===== src/rtl/instruction_fetch_pkg.sv =====
// Shared CPU definitions for the fetch stage.
// Covers instruction field widths, the HALT opcode, the NOP encoding, and the
// PC/instruction word types. It also provides a helper that extracts the opcode.
package instruction_fetch_pkg;

    localparam int OPC_W   = 5;
    localparam int IMM_W   = 4;
    localparam int INSTR_W = OPC_W + IMM_W;
    localparam int PC_W    = 16;

    localparam logic [OPC_W-1:0]   OP_HALT   = 5'b11010;
    localparam logic [INSTR_W-1:0] INSTR_NOP = '0;

    typedef logic [PC_W-1:0]    pc_t;
    typedef logic [INSTR_W-1:0] instr_t;

    // The opcode occupies the top OPC_W bits and the immediate fills the rest.
    function automatic logic [OPC_W-1:0] opcode_of(input instr_t instr);
        return instr[INSTR_W-1:IMM_W];
    endfunction

endpackage


===== src/rtl/instruction_fetch_halt_ctrl.sv =====
// Halt controller for the fetch stage. It runs the RUN/DRAIN/HALTED FSM and
// its drain counter.
//   clk, reset     : clock, synchronous active-high reset
//   stall          : hold state and counter
//   redirect       : cancels a speculative halt (ignored once HALTED)
//   halt_fetch     : the current ROM word carries the HALT opcode
//   pc_freeze      : the PC must not advance this edge
//   inject_bubble  : IF/ID receives NOP/invalid instead of the ROM word
//   halted         : core has committed to halt
module fetch_halt_ctrl #(
    parameter int DRAIN_CYCLES = 3
) (
    input  logic clk,
    input  logic reset,
    input  logic stall,
    input  logic redirect,
    input  logic halt_fetch,
    output logic pc_freeze,
    output logic inject_bubble,
    output logic halted
);

    localparam int CNT_W = (DRAIN_CYCLES < 2) ? 1 : $clog2(DRAIN_CYCLES + 1);

    localparam logic [1:0] ST_RUN    = 2'd0;
    localparam logic [1:0] ST_DRAIN  = 2'd1;
    localparam logic [1:0] ST_HALTED = 2'd2;

    logic [1:0]       state;
    logic [CNT_W-1:0] count;

    always_ff @(posedge clk) begin
        if (reset) begin
            state <= ST_RUN;
            count <= '0;
        end else if (state == ST_HALTED) begin
            // Terminal state: only reset leaves it.
            state <= ST_HALTED;
        end else if (redirect) begin
            // A redirect resolved downstream means the HALT was on a wrong path.
            state <= ST_RUN;
            count <= '0;
        end else if (!stall) begin
            case (state)
                ST_RUN: begin
                    if (halt_fetch) begin
                        state <= ST_DRAIN;
                        count <= CNT_W'(DRAIN_CYCLES);
                    end
                end
                ST_DRAIN: begin
                    // The edge that takes the count to zero also commits the halt.
                    if (count <= CNT_W'(1)) begin
                        state <= ST_HALTED;
                        count <= '0;
                    end else begin
                        count <= count - CNT_W'(1);
                    end
                end
                default: begin
                    state <= ST_RUN;
                    count <= '0;
                end
            endcase
        end
    end

    assign halted        = (state == ST_HALTED);
    assign inject_bubble = (state == ST_DRAIN);
    // While in RUN, the PC holds on the HALT word itself, so the drained core parks on it.
    assign pc_freeze     = (state != ST_RUN) || halt_fetch;

endmodule


===== src/rtl/instruction_fetch.sv =====
// Fetch stage of the 9-bit-instruction pipelined CPU.
// It owns the PC, addresses the combinational ROM, and registers the returned
// word into the IF/ID latch for decode. It also handles stall, redirect and
// the halt drain.
//   clk, reset    : clock, synchronous active-high reset
//   stall         : hold PC and IF/ID
//   redirect      : taken branch/jump; redirect_pc is the new fetch address
//   rom_instr     : ROM word at pc (combinational)
//   pc            : fetch address
//   if_id_instr   : registered instruction to decode
//   if_id_pc      : PC of if_id_instr
//   if_id_valid   : 1 = real fetch, 0 = bubble
//   halted        : core has committed to halt
module instruction_fetch
    import instruction_fetch_pkg::*;
#(
    parameter logic [PC_W-1:0]    RESET_PC     = 16'd1,
    parameter int                 DRAIN_CYCLES = 3,
    parameter logic [INSTR_W-1:0] NOP_INSTR    = INSTR_NOP
) (
    input  logic               clk,
    input  logic               reset,
    input  logic               stall,
    input  logic               redirect,
    input  logic [PC_W-1:0]    redirect_pc,
    input  logic [INSTR_W-1:0] rom_instr,
    output logic [PC_W-1:0]    pc,
    output logic [INSTR_W-1:0] if_id_instr,
    output logic [PC_W-1:0]    if_id_pc,
    output logic               if_id_valid,
    output logic               halted
);

    logic halt_fetch;
    logic pc_freeze;
    logic inject_bubble;

    assign halt_fetch = (opcode_of(rom_instr) == OP_HALT);

    fetch_halt_ctrl #(
        .DRAIN_CYCLES (DRAIN_CYCLES)
    ) u_halt_ctrl (
        .clk           (clk),
        .reset         (reset),
        .stall         (stall),
        .redirect      (redirect),
        .halt_fetch    (halt_fetch),
        .pc_freeze     (pc_freeze),
        .inject_bubble (inject_bubble),
        .halted        (halted)
    );

    always_ff @(posedge clk) begin
        if (reset) begin
            pc          <= RESET_PC;
            if_id_instr <= NOP_INSTR;
            if_id_pc    <= '0;
            if_id_valid <= 1'b0;
        end else if (halted) begin
            // Frozen: redirect and stall no longer matter.
            pc <= pc;
        end else if (redirect) begin
            // The word in flight belongs to the wrong path, so it is dropped.
            pc          <= redirect_pc;
            if_id_instr <= NOP_INSTR;
            if_id_valid <= 1'b0;
        end else if (!stall) begin
            if (inject_bubble) begin
                if_id_instr <= NOP_INSTR;
                if_id_valid <= 1'b0;
            end else begin
                if_id_instr <= rom_instr;
                if_id_pc    <= pc;
                if_id_valid <= 1'b1;
                if (!pc_freeze)
                    pc <= pc + 16'd1;
            end
        end
    end

endmodule


===== config.mk =====
export PLATFORM = sky130hd
export DESIGN_NAME = instruction_fetch
export DESIGN_NICKNAME = d
export VERILOG_FILES = /design/src/rtl/instruction_fetch_pkg.sv /design/src/rtl/instruction_fetch_halt_ctrl.sv /design/src/rtl/instruction_fetch.sv
export SDC_FILE = /design/constraint.sdc
export NUM_CORES = 1
export LEC_CHECK = 0
export ABC_CLOCK_PERIOD_IN_PS = 1500
export BUFFER_PORTS_ARGS = -buffer_cell sky130_fd_sc_hd__buf_2
export CORE_AREA = 2 2 86 67
export DETAILED_ROUTE_END_ITERATION = 7
export DIE_AREA = 0 0 88 69
export GPL_TIMING_DRIVEN = 0
export PLACE_DENSITY = 0.86
export RECOVER_POWER = 25
export REMOVE_ABC_BUFFERS = 1
export SLEW_MARGIN = 20
export SYNTH_ARGS = -nofsm -noshare
export SYNTH_HDL_FRONTEND = slang
export SYNTH_SLANG_ARGS = --single-unit

===== constraint.sdc =====
create_clock -name clk -period 1.5 [get_ports clk]
set_clock_uncertainty 0.05 [all_clocks]
set_input_delay 0.3 -clock clk [delete_from_list [all_inputs] [get_ports clk]]
set_output_delay 0.3 -clock clk [all_outputs]
set_load 0.01 [all_outputs]

==> flow_metrics.env <==
export IMPL_drv_cap=0
export IMPL_p_total_mw=3.07
export IMPL_layoutNonFillerInstCount=438
export IMPL_netlist_area_leader_share=0.396
export IMPL_cts_buffers=5
export IMPL_clock_fmax_mhz=639
export IMPL_cp_required_ns=1.63
export IMPL_grt_pass1_vias=2167
export IMPL_synthXorXnorAreaFrac=0
export IMPL_syn_area_per_cell_um2=8.24
export IMPL_cp_max_fo=8
export IMPL_drc=0
export IMPL_ys_top_cells_by_count="nand2_1, dfxtp_1, nor2_1"
export IMPL_placementRows=23
export IMPL_cts_htree_levels=2
export IMPL_r2r_start="u_halt_ctrl.state[0]$_SDFFE_PP0P_"
export IMPL_dp_cells=408
export IMPL_finalSetupViolations=18
export IMPL_final_nets=392
export IMPL_yosysSeqAreaShare=0.396
export IMPL_core_area_mm2=0.00521
export IMPL_pin_count=72
export IMPL_portBuffers=71
export IMPL_rsz0062_at_grt="yes"
export IMPL_synth_adder_area_share=0.00538
export IMPL_syn_inst=282
export IMPL_yosys_top_cells_area="dfxtp_1, nand2_1, a21oi_1, a21oi_2, nor2_1"
export IMPL_reg2reg_depth=5
export IMPL_crit_path_end_kind="register"
export IMPL_diodes=0
export IMPL_vias=2431
export IMPL_worstSetupEndpoint="if_id_pc[5]$_SDFFE_PP0P_"
export IMPL_startpoint="u_halt_ctrl.state[0]$_SDFFE_PP0P_"
export IMPL_drive_above_1_share=0.446
export IMPL_status="complete, but fails checks"
export IMPL_via_per_inst=5.55
export IMPL_leakage_nw=1.25
export IMPL_worst_r2r_setup_slack_ns=-0.07
export IMPL_hold_viol_final=0
export IMPL_clockBufferDepth=2
export IMPL_ant_nets=0
export IMPL_slew_headroom=0.714
export IMPL_dp_hpwl_mm=4.09
export IMPL_cts_tree="built"
export IMPL_synth_top_family_by_area="compound AO/OA/AOI/OAI gates"
export IMPL_syn_area_mm2=0.00232
export IMPL_gp_congestion=0.827
export IMPL_worstSetupPathType="reg -> reg"
export IMPL_wl_mm=7.01
export IMPL_wl_per_cell_um=16.0
export IMPL_synthArstFlopShare=0
export IMPL_slew_viol_final=0
export IMPL_initial_core_util=0.446
export IMPL_yosysMostFrequentCell="nand2_1"
export IMPL_grt_antenna_before_repair=0
export IMPL_max_vdd_ir_drop_mv=0.504
export IMPL_die_h_um=69
export IMPL_clk_pin_slew_ns=0.10
export IMPL_n_fill_cell=465
export IMPL_p_per_area_mw_per_mm2=956
export IMPL_violations="negative setup slack"
export IMPL_yosysWarnings=0
export IMPL_die_x_um=88
export IMPL_syn_to_final_growth_pct=38.2
export IMPL_cts_root_buffer="clkbuf_8"
export IMPL_synthMuxAreaShare=0.0172
export IMPL_r2r_end="if_id_pc[5]$_SDFFE_PP0P_"
export IMPL_fin_crit_sh=1.04
export IMPL_synth_compound_area_frac=0.260
export IMPL_drtIter0Drc=195
export IMPL_dieArea_mm2=0.00607
export IMPL_grt_total_usage=0.216
export IMPL_dr_pass1_iters=4
export IMPL_post_route_min_period_ns=1.57
export IMPL_grt_pass1_wl_mm=10.5
export IMPL_hold_path_class="in -> reg"
export IMPL_clock_latency_ns=0.31
export IMPL_synth_edf_count=0
export IMPL_layout_setup_ws_ns=-0.0659
export IMPL_gr_total_overflow=0
export IMPL_pre_cts_slack_ns=-0.794
export IMPL_synth_seq_cells=46
export IMPL_cts_sinks=46
export IMPL_ys_types=54
export IMPL_grt_max_degree=50
export IMPL_crit_path_start_kind="register"
export IMPL_arrival_ns=1.69
export IMPL_synth_ff_type="dfxtp_1"
export IMPL_yosys_area_share_simple=0.257
export IMPL_tightest_slew_ns=0.428
export IMPL_yosysTopAreaCell="dfxtp_1"
-- how the worst min path moves through the flow --
stage	from	endpoint	slack [ns]	cells past startpoint
2_1_floorplan	reset	if_id_pc[10]$_SDFFE_PP0P_	0.31	1
3_3_place_gp	if_id_pc[15]$_SDFFE_PP0P_	if_id_pc[15]$_SDFFE_PP0P_	0.39	2
3_5_place_dp	if_id_pc[15]$_SDFFE_PP0P_	if_id_pc[15]$_SDFFE_PP0P_	0.39	2
4_1_cts	rom_instr[3]	if_id_instr[3]$_SDFFE_PP0P_	0.19	3
5_1_grt	rom_instr[2]	if_id_instr[2]$_SDFFE_PP0P_	0.21	3
6_report	rom_instr[2]	if_id_instr[2]$_SDFFE_PP0P_	0.19	3
-- state kept, by name, summed over array words and instances (netlist names) --
signal and flops:
u_halt_ctrl.state 2, if_id_instr 9, u_halt_ctrl.count 2, pc 16, if_id_valid 1, if_id_pc 16
-- timing repair --
item                       4_1_cts  5_1_grt
resized for setup               31       46
setup endpoints to repair       46       45
pin swaps                       37       10
cloned                           1        1
buffers inserted                10       10
hold buffers                     0        0
-- cell families (layout without fill, tap and decap cells) --
kind of cell | count (synthesis) | count (layout)
buffers and inverters | 27 | 107
AND/OR/NAND/NOR | 119 | 120
multiplexers | 4 | 4
adder cells (fa/ha/maj) | 1 | 1
flip-flops | 46 | 46
AO/OA/AOI/OAI | 85 | 85
-- through the flow --
stage / cell area, um^2 / TNS [ns] / util / hold WS, ns
3_3_place_gp: 2650 / -34.85 / 0.508 / 0.392
3_5_place_dp: 2670 / -26.10 / 0.512 / 0.394
2_1_floorplan: 2200 / -9.36 / - / 0.312
5_1_grt: 3210 / -1.45 / 0.617 / 0.210
4_1_cts: 2980 / -0.495 / 0.571 / 0.188
6_report: 3210 / -0.608 / 0.617 / 0.190
-- area by class of cell --
type | instances | area [um^2] | share of cell area
Clock inverter | 3 | 68.8 | 0.0214
Clock buffer | 5 | 68.8 | 0.0214
Multi-Input combinational cell | 210 | 1440 | 0.447
Inverter | 5 | 27.5 | 0.00857
Timing Repair Buffer | 94 | 563 | 0.175
Sequential cell | 46 | 953 | 0.297
Tap cell | 75 | 93.8 | 0.0292
-- power breakdown --
part	internal (mW)	switching, mW
sequential	1.28	0.0760
combinational	0.260	0.321
clock	0.668	0.466
total	2.21	0.863
-- critical path, cell delays in order (launching register included) --
cell and delay, ns:
dfxtp_4 0.38, nand2b_4 0.16, inv_6 0.05, or4_4 0.61, nand2_2 0.11, a21oi_2 0.05
-- routing by layer --
layer | wire length [um] | up-vias | global-route usage
li1 | - | 1168 | -
met1 | 3190 | 1167 | 0.301
met2 | 3250 | 89 | 0.331
met3 | 500 | 7 | 0.0551
met4 | 69 | 0 | 0.0564
met5 | 0 | - | 0
-- placed cells by master (no fill, tap or decap), types with 4 or more instances in the layout --
master,instances
a21oi_1,20
a21oi_2,10
a22oi_2,8
a32o_1,4
buf_2,56
buf_4,17
buf_6,5
clkbuf_1,13
clkbuf_8,5
dfxtp_1,32
dfxtp_2,8
dfxtp_4,6
mux2i_1,4
nand2_1,46
nand2_2,13
nand3_1,7
nor2_1,23
o21ai_0,13
o31ai_1,6
Power figures use the tool's default switching activity.
